**config.mk**
```make
export PLATFORM = sky130hd
export DESIGN_NAME = sprite_drawer_flat
export DESIGN_NICKNAME = d
export VERILOG_FILES = /design/src/rtl/sprite_drawer_if.sv /design/src/rtl/sprite_drawer.sv /design/src/flat_wrapper.sv
export SDC_FILE = /design/constraint.sdc
export NUM_CORES = 1
export LEC_CHECK = 0
export ABC_CLOCK_PERIOD_IN_PS = 2500
export BUFFER_PORTS_ARGS = -buffer_cell sky130_fd_sc_hd__clkbuf_2
export CAP_MARGIN = 40
export CORE_UTILIZATION = 52
export CTS_CLUSTER_SIZE = 10
export DETAILED_ROUTE_END_ITERATION = 7
export HOLD_SLACK_MARGIN = 0.02
export PLACE_DENSITY = 0.82
export SYNTH_ARGS = -nofsm -noshare
export SYNTH_HDL_FRONTEND = slang
export SYNTH_SLANG_ARGS = --single-unit
export TNS_END_PERCENT = 1
```
**constraint.sdc**
```tcl
create_clock -name clk -period 2.5 [get_ports clk]
set_input_delay 0.25 -clock clk [delete_from_list [all_inputs] [get_ports clk]]
set_output_delay 0.25 -clock clk [all_outputs]
set_load 0.005 [all_outputs]
```
**src/rtl/sprite_drawer_if.sv**
```systemverilog
// Drawer-side bundle: frontend request/done handshake, pattern-ROM read port, line-buffer write port.
interface sprite_drawer_if #(
  parameter int PIX_W = 8
);
  logic             draw_req;
  logic [9:0]       col_base;
  logic             flip;
  logic [7:0]       frame_id;
  logic [3:0]       row_off;
  logic             draw_done;
  logic [15:0]      rom_addr;
  logic [PIX_W-1:0] rom_data;
  logic             lb_we;
  logic [9:0]       lb_addr;
  logic [PIX_W-1:0] lb_data;

  modport slave (
    input  draw_req, col_base, flip, frame_id, row_off, rom_data,
    output draw_done, rom_addr, lb_we, lb_addr, lb_data
  );

  modport master (
    output draw_req, col_base, flip, frame_id, row_off, rom_data,
    input  draw_done, rom_addr, lb_we, lb_addr, lb_data
  );
endinterface

```
**src/rtl/sprite_drawer.sv**
```systemverilog
// Draws one 16-pixel sprite row slice into the line buffer: 18 clks busy per request, writes C2..C17,
// draw_req while busy is ignored; `SPRITE_TRANSP_EN suppresses writes of the TRANSP palette index.
module sprite_drawer #(
  parameter int SPR_W  = 16,
  parameter int PIX_W  = 8,
  parameter int LINE_W = 640,
  parameter int TRANSP = 0
) (
  input  logic          clk,
  input  logic          reset,
  sprite_drawer_if.slave bus
);

  localparam int PXW = $clog2(SPR_W);

  typedef enum logic [1:0] {IDLE, FETCH, DRAIN} state_t;

  state_t           state_q, state_d;
  logic [PXW-1:0]   px_q, px_d;
  logic [9:0]       col_q, col_d;
  logic             flip_q, flip_d;
  logic [7:0]       frame_q, frame_d;
  logic [3:0]       row_q, row_d;
  logic [15:0]      rom_addr_q, rom_addr_d;
  logic             valid_q, valid_d;
  logic [9:0]       dst_q, dst_d;
  logic             clip_q, clip_d;
  logic [10:0]      dst;

  always_ff @(posedge clk or posedge reset) begin
    if (reset) begin
      state_q    <= IDLE;
      px_q       <= '0;
      col_q      <= '0;
      flip_q     <= 1'b0;
      frame_q    <= '0;
      row_q      <= '0;
      rom_addr_q <= '0;
      valid_q    <= 1'b0;
      dst_q      <= '0;
      clip_q     <= 1'b0;
    end else begin
      state_q    <= state_d;
      px_q       <= px_d;
      col_q      <= col_d;
      flip_q     <= flip_d;
      frame_q    <= frame_d;
      row_q      <= row_d;
      rom_addr_q <= rom_addr_d;
      valid_q    <= valid_d;
      dst_q      <= dst_d;
      clip_q     <= clip_d;
    end
  end

  // 11-bit sum so a base near 1023 clips instead of wrapping to column 0
  always_comb begin
    dst = {1'b0, col_q} + (flip_q ? (11'(SPR_W - 1) - 11'(px_q)) : 11'(px_q));
  end

  always_comb begin
    state_d    = state_q;
    px_d       = px_q;
    col_d      = col_q;
    flip_d     = flip_q;
    frame_d    = frame_q;
    row_d      = row_q;
    rom_addr_d = rom_addr_q;
    valid_d    = 1'b0;
    dst_d      = dst_q;
    clip_d     = clip_q;
    case (state_q)
      IDLE: begin
        if (bus.draw_req) begin
          col_d      = bus.col_base;
          flip_d     = bus.flip;
          frame_d    = bus.frame_id;
          row_d      = bus.row_off;
          px_d       = '0;
          rom_addr_d = 16'({bus.frame_id, bus.row_off, PXW'(0)});
          state_d    = FETCH;
        end
      end
      FETCH: begin
        // rom_addr_q already points at px_q; stage its destination for the ROM return
        valid_d = 1'b1;
        dst_d   = dst[9:0];
        clip_d  = (dst >= 11'(LINE_W));
        if (px_q == PXW'(SPR_W - 1)) begin
          state_d = DRAIN;
        end else begin
          px_d       = px_q + PXW'(1);
          rom_addr_d = 16'({frame_q, row_q, px_q + PXW'(1)});
        end
      end
      DRAIN: begin
        state_d = IDLE;
      end
      default: begin
        state_d = IDLE;
      end
    endcase
  end

  assign bus.draw_done = (state_q == IDLE) & ~bus.draw_req;
  assign bus.rom_addr  = rom_addr_q;
  assign bus.lb_addr   = dst_q;
  assign bus.lb_data   = bus.rom_data;

`ifdef SPRITE_TRANSP_EN
  assign bus.lb_we = valid_q & ~clip_q & (bus.rom_data != PIX_W'(TRANSP));
`else
  assign bus.lb_we = valid_q & ~clip_q;
`endif

endmodule

```
**src/flat_wrapper.sv**
```systemverilog
// flat-port wrapper written by rule: the top's interface ports become plain ports
module sprite_drawer_flat 
#(
  parameter int SPR_W  = 16,
  parameter int PIX_W  = 8,
  parameter int LINE_W = 640,
  parameter int TRANSP = 0
)
  (clk, reset, bus_draw_req, bus_col_base, bus_flip, bus_frame_id, bus_row_off, bus_rom_data, bus_draw_done, bus_rom_addr, bus_lb_we, bus_lb_addr, bus_lb_data);
  sprite_drawer_if #(.PIX_W(PIX_W)) bus_i ();
  input  logic clk;
  input  logic reset;
  input wire logic [$bits(bus_i.draw_req)-1:0] bus_draw_req;
  input wire logic [$bits(bus_i.col_base)-1:0] bus_col_base;
  input wire logic [$bits(bus_i.flip)-1:0] bus_flip;
  input wire logic [$bits(bus_i.frame_id)-1:0] bus_frame_id;
  input wire logic [$bits(bus_i.row_off)-1:0] bus_row_off;
  input wire logic [$bits(bus_i.rom_data)-1:0] bus_rom_data;
  output wire logic [$bits(bus_i.draw_done)-1:0] bus_draw_done;
  output wire logic [$bits(bus_i.rom_addr)-1:0] bus_rom_addr;
  output wire logic [$bits(bus_i.lb_we)-1:0] bus_lb_we;
  output wire logic [$bits(bus_i.lb_addr)-1:0] bus_lb_addr;
  output wire logic [$bits(bus_i.lb_data)-1:0] bus_lb_data;
  assign bus_i.draw_req = bus_draw_req;
  assign bus_i.col_base = bus_col_base;
  assign bus_i.flip = bus_flip;
  assign bus_i.frame_id = bus_frame_id;
  assign bus_i.row_off = bus_row_off;
  assign bus_i.rom_data = bus_rom_data;
  assign bus_draw_done = bus_i.draw_done;
  assign bus_rom_addr = bus_i.rom_addr;
  assign bus_lb_we = bus_i.lb_we;
  assign bus_lb_addr = bus_i.lb_addr;
  assign bus_lb_data = bus_i.lb_data;
  sprite_drawer #(.SPR_W(SPR_W), .PIX_W(PIX_W), .LINE_W(LINE_W), .TRANSP(TRANSP)) u_core (.clk(clk), .reset(reset), .bus(bus_i));
endmodule
```
After elaboration in Yosys (flattened, before gate mapping) --
Index checks and enable logic that the tools add are counted.
Operators by class: add/sub/neg operators 3, multiply operators 0, div/mod/pow operators 0, order comparisons 1, equal/unequal tests 5, shift-type cells 0, multiplexer cells 11, bitwise logic cells 4, reduce and logical (&&, ||, !) cells 5
Operators with widths (count):
- $mux W16 | 2
- $pmux W16 S2 | 1
- $add A10 B11 Y11 | 1
- $ge A11 B10 Y1 const B | 1
- $mux W11 | 1
- $mux W4 | 2
- $pmux W4 S2 | 1
- $sub A4 B4 Y5 const A | 1
- $add A4 B1 Y4 const B | 1
- $eq A4 B4 Y1 const B | 1
- $mux W2 | 2
- $ne A2 B2 Y1 const B | 2
- $pmux W2 S2 | 1
- $reduce_and A2 Y1 | 2
- $reduce_and A3 Y1 | 1
- $and A1 B1 Y1 | 2
- $eq A2 B1 Y1 const B | 1
- $logic_not A2 Y1 | 1
- $ne A2 B1 Y1 const B | 1
- $not A1 Y1 | 2
- $reduce_bool A2 Y1 | 1
- $mux W1 | 1
Storage, ports and cells: flip-flop bits (word level) 57, bits in latches 0, RAM bits 0, memory bits (read-only) 0, input port bits 34, output and inout port bits 36, logic and storage cells 39, memories kept 0

Logic depth before layout (Yosys ltp) --
word-level depth 4, gate-level depth with buffers 8, gate-level depth less buffers 7

Worst setup path after synthesis --
Ideal clock, no wire load.
path type register -> register, from register u_core.flip_q, to register u_core.clip_q, arrival time 2057 ps, slack 361 ps, cell stages (with the launch flop) 9, path buffers 1, clock period less this slack 2139 ps, path through dfrtp_1 clkbuf_1 xor2_1 ha_1 fa_1 a211oi_1 or2_2 a311oi_1 a31oi_1
On the way: cells in the longest elaborated chain, start to end 3
Ends and longest elaborated chain:
- start: declaration | RTL line sprite_drawer.sv:21 | logic flip_q, flip_d;
- start signal: assignment | RTL line sprite_drawer.sv:46 | flip_q <= flip_d;
- $mux W11 | RTL line sprite_drawer.sv:58 | dst = {1'b0, col_q} + (flip_q ? (11'(SPR_W - 1) - 11'(px_q)) : 11'(px_q));
- $add A10 B11 Y11 | RTL line sprite_drawer.sv:58
- $ge A11 B10 Y1 | RTL line sprite_drawer.sv:88 | clip_d = (dst >= 11'(LINE_W));
- end signal: assignment | RTL line sprite_drawer.sv:52 | clip_q <= clip_d;
- end: declaration | RTL line sprite_drawer.sv:27 | logic clip_q, clip_d;
Every way passes these cells. A chain may end at the register's enable or synchronous reset.

Final worst setup path --
Same ends and word-level chain as after synthesis.

==> results.tsv <==
stage	metric	value	unit
outcome	status	finished clean	
cts	clkTransAtPathRegs	90	ps
setup_path	setup.worst_path.end	u_core.clip_q$_DFFE_PP0P_	
power_and_ir_drop	power_density	1430	nW/um^2
cts	htreeDepth	2	
global_routing	antenna_found_initial	0	
sta	setup_tns	0	ps
setup_path	r2r_start	u_core.flip_q$_DFFE_PP0P_	
worst_hold_path	min-delay-path-class	input pin to async pin	
cts	clock_path_buffers	2	
yosys	ys.flop_type	dfrtp_1	
sta	fin_skew	4.52	ps
power_and_ir_drop	ir_worst_vdd	0.734	mV
global_routing	top_usage_layer	met2	
cts	cts_num_sinks	53	
layout	area_growth	13.5	%
yosys	ys_ff_latch	53	
yosys	synth_area	2550	um^2
layout	seq_area	1330	um^2
die	die_y	72.0	um
placement	place_inst	326	
global_routing	gr-usage-all-layers	19.8	%
placement	gp_congestion	0.804	
setup_path	r2r-end	u_core.clip_q$_DFFE_PP0P_	
setup_path	critPathCaptureType	flip-flop	
yosys	yosysSeqAreaShare	52.0	%
cts	post_cts_buffers	0	
setup_path	startpoint_type	flip-flop	
setup_path	arrival	2380	ps
route	dr.first_iter.drc_count	86	
cts	tritoncts	built	
yosys	netlist_instances	221	
global_routing	grt_max_degree	54	
global_routing	use_met2	32.7	%
setup_path	required	2720	ps
setup_path	crit_path_max_incr_delay	450	ps
layout	final_cell_mix	53 x clkbuf_2, 53 x dfrtp_1, 31 x nand2_1, 23 x mux2_2, 19 x o21ai_0	
sta	fin_crit	2160	ps
power_and_ir_drop	p_leak	1.35	nW
route	wirelength	4610	um
route	firstDrtPassIters	4	
placement	place_area	2800	um^2
sta	finalSetupViolCount	0	
cts	clock_latency	300	ps
cts	ctsRootBufferMaster	clkbuf_8	
die	fp.dieW	72.0	um
route	antenna_left	0	
setup_path	crit_fanout	5	
layout	final_layout_size_suffix_gt1_share	35.7	%
setup_path	reg2regPathDepth	7	
sta	rsz0062_at_grt	no	
setup_path	reg2reg_setup_slack	340	ps
yosys	synth_fp_nets	261	
layout	multi_input_area	1090	um^2
setup_path	path_cells	xor2_1 > ha_1 > fa_1 > a211oi_2 > or2_2 > a311oi_1 > a31oi_1	
route	viasPerCell	5.28	
layout	nFillCells	398	
global_routing	grt_use_met1	26.5	%
flow_run	max-cap-violations	0	
sta	drv_slew	0	
power_and_ir_drop	power	0.00413	W
route	vias	1757	
die	core	4720	um^2
global_routing	grt_first_pass_wirelength	8000	um
yosys	yosysWarnings	0	
placement	io_buffers	53	
sta	period_share	86.5	%
sta	fmax	463	MHz
layout	num_antenna_cells	0	
layout	fin_area	2890	um^2
setup_path	startpoint	u_core.flip_q$_DFFE_PP0P_	
route	wl_per_cell	13.8	um
setup_path	critical_path_class	flip-flop to flip-flop	
layout	fin_nets	306	
cts	cts_made_buffers	5	
route	drc	0	
die	pin_count	70	
yosys	synth-async-reset-ratio	100	%
sta	worst_pin_slew	656	ps
global_routing	grtUsageMet3	4.86	%
die	start_util	54.0	%
global_routing	grt_pass1_vias	1749	
layout	finalNonFillerCells	333	
yosys	syn_area_per_cell	11.5	um^2
sta	relSlewSlack	56.3	%
global_routing	overflow	0	
die	dieArea	5190	um^2
sta	finalHoldViolCount	0	
yosys	synth_edf_count	0	
yosys	ys_types	38	
die	floorplan.rows	25	
setup_path	critPathSlowestCell	dfrtp_1	
placement	hpwl	3270	um
[cells in the mapped netlist (3+ instances only)]
cell      n  area, um^2
o21ai_0  19        95.1
a31oi_1   3        18.8
and3_1    3        18.8
buf_2     4        20.0
mux2_2   23         259
nand2_1  31         116
xnor2_1   4        35.0
nor2_1    7        26.3
nand3_1   4        20.0
buf_4    13        97.6
dfrtp_1  53        1330
mux2i_1  12         120
ha_1      5        62.6
a21o_1    3        22.5
xor2_1    7        61.3
[stage by stage]
| step | setup slack, ps | hold WS [ps] | utilization [%] |
|---|---|---|---|
| 2_1_floorplan | 361 | 402 | - |
| 3_3_place_gp | 320 | 450 | 59.3 |
| 3_5_place_dp | 251 | 452 | 59.3 |
| 4_1_cts | 202 | 128 | 61.2 |
| 5_1_grt | 111 | 165 | 61.3 |
| 6_report | 338 | 88.9 | 61.3 |
[logic make-up (layout without fill, tap and decap cells)]
logic type               count (synthesis)  count (layout)  synth area share [%]
multiplexers                            35              35                  14.9
AND/OR/NAND/NOR                         57              57                  10.9
XOR/XNOR                                11              11                  3.78
AO/OA/AOI/OAI                           37              37                  9.76
buffers and inverters                   22              67                  5.40
adder cells (fa/ha/maj)                  6               6                  3.24
flip-flops                              53              53                  52.0
[worst max-delay path, delay by kind of cell, from the launching register on]
| kind | cells | cell delay, ps |
|---|---|---|
| AOI/OAI and AO/OA | 3 | 610 |
| and+or+nand+nor | 1 | 180 |
| adders and majority gates | 2 | 660 |
| DFF | 1 | 450 |
| xor gates and xnor gates | 1 | 190 |
[cell type report]
type | count | share of cell area [%]
multi-input cells | 146 | 37.7
well taps | 67 | 2.90
flip-flops and latches | 53 | 45.8
repair buffers | 57 | 10.2
clock buffers | 7 | 2.98
inverters | 3 | 0.389
[worst min-delay path by stage]
stage | start | to
after floorplan | bus_col_base[0] | u_core.col_q[0]$_DFFE_PP0P_
after global placement | reset | u_core.bus.rom_addr[9]$_DFFE_PP0P_
after detailed placement | reset | u_core.bus.rom_addr[9]$_DFFE_PP0P_
after CTS | reset | u_core.bus.rom_addr[9]$_DFFE_PP0P_
after global routing | reset | u_core.bus.rom_addr[9]$_DFFE_PP0P_
final | reset | u_core.bus.rom_addr[9]$_DFFE_PP0P_
[state kept, by name (all words and copies together), names as in the netlist, 2 cells and up]
register             count
u_core.px_q              3
u_core.state_q           2
u_core.col_q            10
u_core.bus.rom_addr     13
u_core.row_q             4
u_core.bus.lb_addr      10
u_core.frame_q           8
[timing repair]
action	in CTS	in global routing
hold buffers	0	0
gates resized for setup	0	1
setup endpoints to repair	0	2
[power breakdown]
group	internal, W	leakage (nW)	switching, W
Sequential	0.00131	0.632	0.000351
Clock	0.000220	0.0443	0.000259
Combinational	0.00100	0.673	0.000989
[layer usage]
layer / vias to the layer above / share of wire, %
met3: 6 / 5.6
met4: 0 / 0.87
met5: - / 0
met2: 54 / 48
met1: 848 / 46
li1: 849 / -
Note: power is estimated with default switching activity, not from simulation.
